--- config.mk ---
export PLATFORM = sky130hd
export DESIGN_NAME = wm_cycle_sequencer_flat
export DESIGN_NICKNAME = d
export VERILOG_FILES = /design/src/rtl/wm_cycle_sequencer_if.sv /design/src/rtl/wm_cycle_sequencer.sv /design/src/flat_wrapper.sv
export SDC_FILE = /design/constraint.sdc
export NUM_CORES = 1
export LEC_CHECK = 0
export CAP_MARGIN = 20
export CORE_MARGIN = 2
export CORE_UTILIZATION = 55
export DETAILED_ROUTE_END_ITERATION = 12
export PLACE_DENSITY = 0.82
export SLEW_MARGIN = 20
export SYNTH_ARGS = -nofsm -noshare
export SYNTH_HDL_FRONTEND = slang
export SYNTH_SLANG_ARGS = --single-unit
export TNS_END_PERCENT = 1
--- constraint.sdc ---
create_clock -name clk -period 2.09 [get_ports clk]
set_input_delay 0.5225 -clock clk [delete_from_list [all_inputs] [get_ports clk]]
set_output_delay 0.5225 -clock clk [all_outputs]
set_load 0.05 [all_outputs]
--- src/rtl/wm_cycle_sequencer_if.sv ---
// Command/status bundle between the washing-machine top and its program sequencer.
// Buttons and level sensors flow in; actuator enables and progress flags flow out.
interface wm_cycle_sequencer_if;
  logic       start_button;
  logic       pause_button;
  logic       level_full;
  logic       level_empty;
  logic       valve_open;
  logic       drain_open;
  logic       motor_on;
  logic       motor_fast;
  logic       door_lock;
  logic [2:0] phase;
  logic       done;
  logic       fault;

  modport master (
    output start_button, pause_button, level_full, level_empty,
    input  valve_open, drain_open, motor_on, motor_fast, door_lock, phase, done, fault
  );

  modport slave (
    input  start_button, pause_button, level_full, level_empty,
    output valve_open, drain_open, motor_on, motor_fast, door_lock, phase, done, fault
  );
endinterface

--- src/rtl/wm_cycle_sequencer.sv ---
// Timed FILL -> WASH -> DRAIN -> SPIN -> DONE program sequencer with pause and
// sensor timeouts; actuator outputs are a Moore decode of state and registered pause.
module wm_cycle_sequencer #(
  parameter int TW            = 16,
  parameter int WASH_CYC      = 400,
  parameter int SPIN_CYC      = 200,
  parameter int FILL_TIMEOUT  = 300,
  parameter int DRAIN_TIMEOUT = 300
) (
  input  logic                  clk,
  input  logic                  reset,
  wm_cycle_sequencer_if.slave   bus
);

  typedef enum logic [2:0] {
    S_IDLE  = 3'd0,
    S_FILL  = 3'd1,
    S_WASH  = 3'd2,
    S_DRAIN = 3'd3,
    S_SPIN  = 3'd4,
    S_DONE  = 3'd5,
    S_FAULT = 3'd7
  } state_t;

  localparam logic [TW-1:0] WASH_LAST  = TW'(WASH_CYC - 1);
  localparam logic [TW-1:0] SPIN_LAST  = TW'(SPIN_CYC - 1);
  localparam logic [TW-1:0] FILL_LAST  = TW'(FILL_TIMEOUT - 1);
  localparam logic [TW-1:0] DRAIN_LAST = TW'(DRAIN_TIMEOUT - 1);
  localparam logic [TW-1:0] TIMER_ONE  = TW'(1);

  state_t        state;
  state_t        state_nxt;
  logic [TW-1:0] timer;
  logic          paused_q;
  logic          timed_state;

  assign timed_state = (state == S_FILL) || (state == S_WASH) ||
                       (state == S_DRAIN) || (state == S_SPIN);

  always_ff @(posedge clk) begin
    if (reset) begin
      state    <= S_IDLE;
      timer    <= '0;
      paused_q <= 1'b0;
    end else begin
      state    <= state_nxt;
      paused_q <= bus.pause_button;
      // Every state entry restarts the timer so each phase counts from zero.
      if (state_nxt != state) begin
        timer <= '0;
      end else if (timed_state && !paused_q) begin
        timer <= timer + TIMER_ONE;
      end
    end
  end

  always_comb begin
    state_nxt = state;
    case (state)
      S_IDLE: begin
        if (bus.start_button) state_nxt = S_FILL;
      end
      S_FILL: begin
        if (!paused_q) begin
          if (bus.level_full)          state_nxt = S_WASH;
          else if (timer == FILL_LAST) state_nxt = S_FAULT;
        end
      end
      S_WASH: begin
        if (!paused_q && timer == WASH_LAST) state_nxt = S_DRAIN;
      end
      S_DRAIN: begin
        if (!paused_q) begin
          if (bus.level_empty)          state_nxt = S_SPIN;
          else if (timer == DRAIN_LAST) state_nxt = S_FAULT;
        end
      end
      S_SPIN: begin
        if (!paused_q && timer == SPIN_LAST) state_nxt = S_DONE;
      end
      // A held start must be released before another program can launch.
      S_DONE: begin
        if (!bus.start_button) state_nxt = S_IDLE;
      end
      S_FAULT: state_nxt = S_FAULT;
      default: state_nxt = S_IDLE;
    endcase
  end

  assign bus.valve_open = (state == S_FILL) && !paused_q;
  assign bus.motor_on   = ((state == S_WASH) || (state == S_SPIN)) && !paused_q;
  assign bus.motor_fast = (state == S_SPIN) && !paused_q;
  assign bus.drain_open = (state == S_DRAIN) && !paused_q;
  assign bus.door_lock  = timed_state;
  assign bus.done       = (state == S_DONE);
  assign bus.fault      = (state == S_FAULT);
  assign bus.phase      = state;

endmodule
--- src/flat_wrapper.sv ---
// flat-port wrapper written by rule: the top's interface ports become plain ports
module wm_cycle_sequencer_flat 
#(
  parameter int TW            = 16,
  parameter int WASH_CYC      = 400,
  parameter int SPIN_CYC      = 200,
  parameter int FILL_TIMEOUT  = 300,
  parameter int DRAIN_TIMEOUT = 300
)
  (clk, reset, bus_start_button, bus_pause_button, bus_level_full, bus_level_empty, bus_valve_open, bus_drain_open, bus_motor_on, bus_motor_fast, bus_door_lock, bus_phase, bus_done, bus_fault);
  wm_cycle_sequencer_if bus_i ();
  input  logic clk;
  input  logic reset;
  input wire logic [$bits(bus_i.start_button)-1:0] bus_start_button;
  input wire logic [$bits(bus_i.pause_button)-1:0] bus_pause_button;
  input wire logic [$bits(bus_i.level_full)-1:0] bus_level_full;
  input wire logic [$bits(bus_i.level_empty)-1:0] bus_level_empty;
  output wire logic [$bits(bus_i.valve_open)-1:0] bus_valve_open;
  output wire logic [$bits(bus_i.drain_open)-1:0] bus_drain_open;
  output wire logic [$bits(bus_i.motor_on)-1:0] bus_motor_on;
  output wire logic [$bits(bus_i.motor_fast)-1:0] bus_motor_fast;
  output wire logic [$bits(bus_i.door_lock)-1:0] bus_door_lock;
  output wire logic [$bits(bus_i.phase)-1:0] bus_phase;
  output wire logic [$bits(bus_i.done)-1:0] bus_done;
  output wire logic [$bits(bus_i.fault)-1:0] bus_fault;
  assign bus_i.start_button = bus_start_button;
  assign bus_i.pause_button = bus_pause_button;
  assign bus_i.level_full = bus_level_full;
  assign bus_i.level_empty = bus_level_empty;
  assign bus_valve_open = bus_i.valve_open;
  assign bus_drain_open = bus_i.drain_open;
  assign bus_motor_on = bus_i.motor_on;
  assign bus_motor_fast = bus_i.motor_fast;
  assign bus_door_lock = bus_i.door_lock;
  assign bus_phase = bus_i.phase;
  assign bus_done = bus_i.done;
  assign bus_fault = bus_i.fault;
  wm_cycle_sequencer #(.TW(TW), .WASH_CYC(WASH_CYC), .SPIN_CYC(SPIN_CYC), .FILL_TIMEOUT(FILL_TIMEOUT), .DRAIN_TIMEOUT(DRAIN_TIMEOUT)) u_core (.clk(clk), .reset(reset), .bus(bus_i));
endmodule
==> results.py <==
metrics = {
    "clock_network": {
        "cts_tree": "built",
        "clkSinkCount": 20,
        "cts.htree.levels": 1,
        "cts_buffer_depth": 2,
        "clk_pin_slew_worst_paths_ns": 0.12,
        "cts-root-buf": "clkbuf_4",
        "cts_buffers": 3,
        "hold_buffers": 0,
        "clk_latency_ns": 0.32,
    },
    "timing": {
        "max-slew-margin-rel_pct": 58.6,
        "rsz0062_at_grt": "false",
        "fin_skew_ns": 0.00637,
        "setup_viol": 0,
        "worst_slack_ns": 0.0604,
        "finalMaxSlewViolations": 0,
        "timing.final.crit_period_ns": 2.03,
        "max_freq_mhz": 493,
        "fin_crit_sh_pct": 97.1,
        "hold_viol_final": 0,
        "worst_pin_slew_ns": 0.616,
    },
    "critical_path": {
        "required_ns": 1.57,
        "r2r_cells": 7,
        "criticalPathCategory": "flip-flop to output port",
        "cp_data_arrival_time_ns": 1.51,
        "worstPathMaxFanout": 16,
        "crit_path_end_kind": "output port",
        "start_kind": "flip-flop",
    },
    "die": {
        "core-area_um2": 2250,
        "rows": 17,
        "die_w_um": 53.1,
        "initial_utilization_pct": 58.8,
        "dieArea_um2": 2820,
        "fp.dieH_um": 53.1,
        "ioPinCount": 16,
    },
    "global_route": {
        "grt_pass1_vias": 1100,
        "grtUsageTotal_pct": 26.7,
        "grt_pass1_wl_um": 5340,
        "antenna_found_initial": 0,
        "grt.overflow.total": 0,
        "grt_max_degree": 17,
    },
    "finish": {
        "final_cell_count_no_fill": 196,
        "drive_gt1_share_pct": 32.1,
        "multiInputGateArea_um2": 875,
        "antenna_cells": 0,
        "register_area_um2": 410,
        "nNetsFinal": 177,
        "fin_area_um2": 1700,
        "area_growth_pct": 27.9,
        "fin_util_pct": 75.2,
        "nFillCells": 159,
    },
    "power": {
        "p_leak_uw": 0.000584,
        "ir_drop_mv": 0.531,
        "finalPower_uw": 913,
        "power.density_nw_per_um2": 538,
    },
    "placement": {
        "hpwl_um": 2270,
        "gp_congestion": 0.881,
        "dpl.cell_count": 189,
        "io_buffers": 15,
        "dpl_cell_area_um2": 1600,
        "place_ws_ns": -0.150,
    },
    "route": {
        "drc": 0,
        "routed_wl_um": 3110,
        "drt_first_pass_iters": 4,
        "drt_iter0_markers": 26,
        "wl_per_cell_um": 15.9,
        "viasPerCell": 5.83,
        "ant_nets": 0,
        "vias": 1142,
    },
    "synthesis": {
        "synth.distinct_cells": 47,
        "syn_avg_cell_area_um2": 8.90,
        "synth_flop_cell": "dfxtp_1",
        "syn_area_um2": 1330,
        "ys_seq_area_share_pct": 30.2,
        "ys_ff_latch": 20,
        "yosysWarnings": 0,
        "synth_edf_count": 0,
        "syn_nets": 157,
        "async_reset_ff_share_pct": 0,
        "syn_inst": 149,
    },
    "min_path": {
        "min_path_type": "flip-flop to flip-flop",
        "hold_depth": 2,
    },
    "run_status": {
        "status": "complete, no violations",
    },
    "flow_run": {
        "cap_violations": 0,
    },
}
[final timing paths]
check | slack, ns | endpoint | from
max | 0.06 | bus_valve_open | u_core.bus.phase[0]
min | 0.51 | u_core.timer[1] | u_core.timer[1]
max reg2reg | 0.18 | u_core.timer[7] | u_core.timer[0]
min reg2reg | 0.51 | u_core.timer[1] | u_core.timer[1]
[cells in the mapped netlist (4+ instances only)]
| library cell | n | area [um2] |
|---|---|---|
| a21oi_1 | 4 | 20.0 |
| and3_1 | 5 | 31.3 |
| clkbuf_1 | 4 | 15.0 |
| dfxtp_1 | 20 | 400 |
| inv_1 | 4 | 15.0 |
| nand2_1 | 10 | 37.5 |
| nand3_1 | 5 | 25.0 |
| nand4_1 | 6 | 37.5 |
| nor2_1 | 9 | 33.8 |
| nor2_2 | 11 | 68.8 |
| nor2b_1 | 4 | 25.0 |
| nor3_1 | 7 | 35.0 |
| xnor2_1 | 9 | 78.8 |
| xor2_1 | 7 | 61.3 |
[timing repair]
| action | in CTS | in global routing |
|---|---|---|
| hold endpoints to repair | 0 | 0 |
| setup endpoints to repair | 5 | 19 |
| pin swaps | 0 | 1 |
| setup buffers | 0 | 3 |
| resized for setup | 2 | 3 |
[layout by cell type, fill, tap and decap left out, types with 3 or more instances in the layout]
cell type,synthesis,final
xor2_1,7,7
nor2b_1,4,3
inv_1,4,4
nor4_4,3,4
nor3_1,7,6
buf_12,1,9
nor2_2,11,11
clkdlybuf4s50_1,0,5
and3_1,5,5
buf_4,1,9
xnor2_1,9,9
nor2_1,9,9
nand4_1,6,6
a21oi_1,4,4
nand2_1,10,10
dfxtp_1,20,16
nand3_1,5,5
clkbuf_4,0,3
[worst max-delay path, stage by stage, from the launching register on]
cell and delay, ns:
dfxtp_4 0.49, nor3b_1 0.21, buf_4 0.16, nor2b_4 0.17
buf_12 0.15
[routing by layer]
metal	up-vias	GRT usage (%)	routed length (um)
met5	-	0	0
met4	0	13.7	96
met3	11	4.80	99
met2	22	43.8	1510
met1	539	33.2	1400
li1	570	-	-
[kinds of logic (layout without fill, tap and decap cells)]
family	after synthesis	after routing	synth area share (%)
AND/OR/NAND/NOR	80	80	39.6
flip-flops	20	20	30.2
AO/OA/AOI/OAI	18	18	11.3
XOR/XNOR	16	16	10.6
buffers and inverters	13	32	6.41
adder cells (fa/ha/maj)	2	2	1.89
[through the flow]
stage	setup TNS (ns)	hold slack [ns]
after floorplan	-0.469	0.465
after global placement	-1.30	0.474
after detailed placement	-2.05	0.502
after CTS	0	0.520
after global routing	0	0.559
final	0	0.514
[power breakdown]
part	switching (uW)	internal (uW)
Sequential	19.8	387
Combinational	95.1	82.2
Clock	135	194
Total	250	663
[cell type report]
class | count | area share [%]
Clock buffer | 3 | 1.33
Clock inverter | 1 | 1.77
Inverter | 4 | 0.885
Multi-Input combinational cell | 116 | 51.5
Sequential cell | 20 | 24.2
Tap cell | 28 | 2.06
Timing Repair Buffer | 24 | 18.2
[sequential cells by signal, indices dropped and copies added (netlist names)]
register / cells
u_core.bus.phase: 3
u_core.paused_q: 1
u_core.timer: 16
Power figures use the tool's default switching activity.
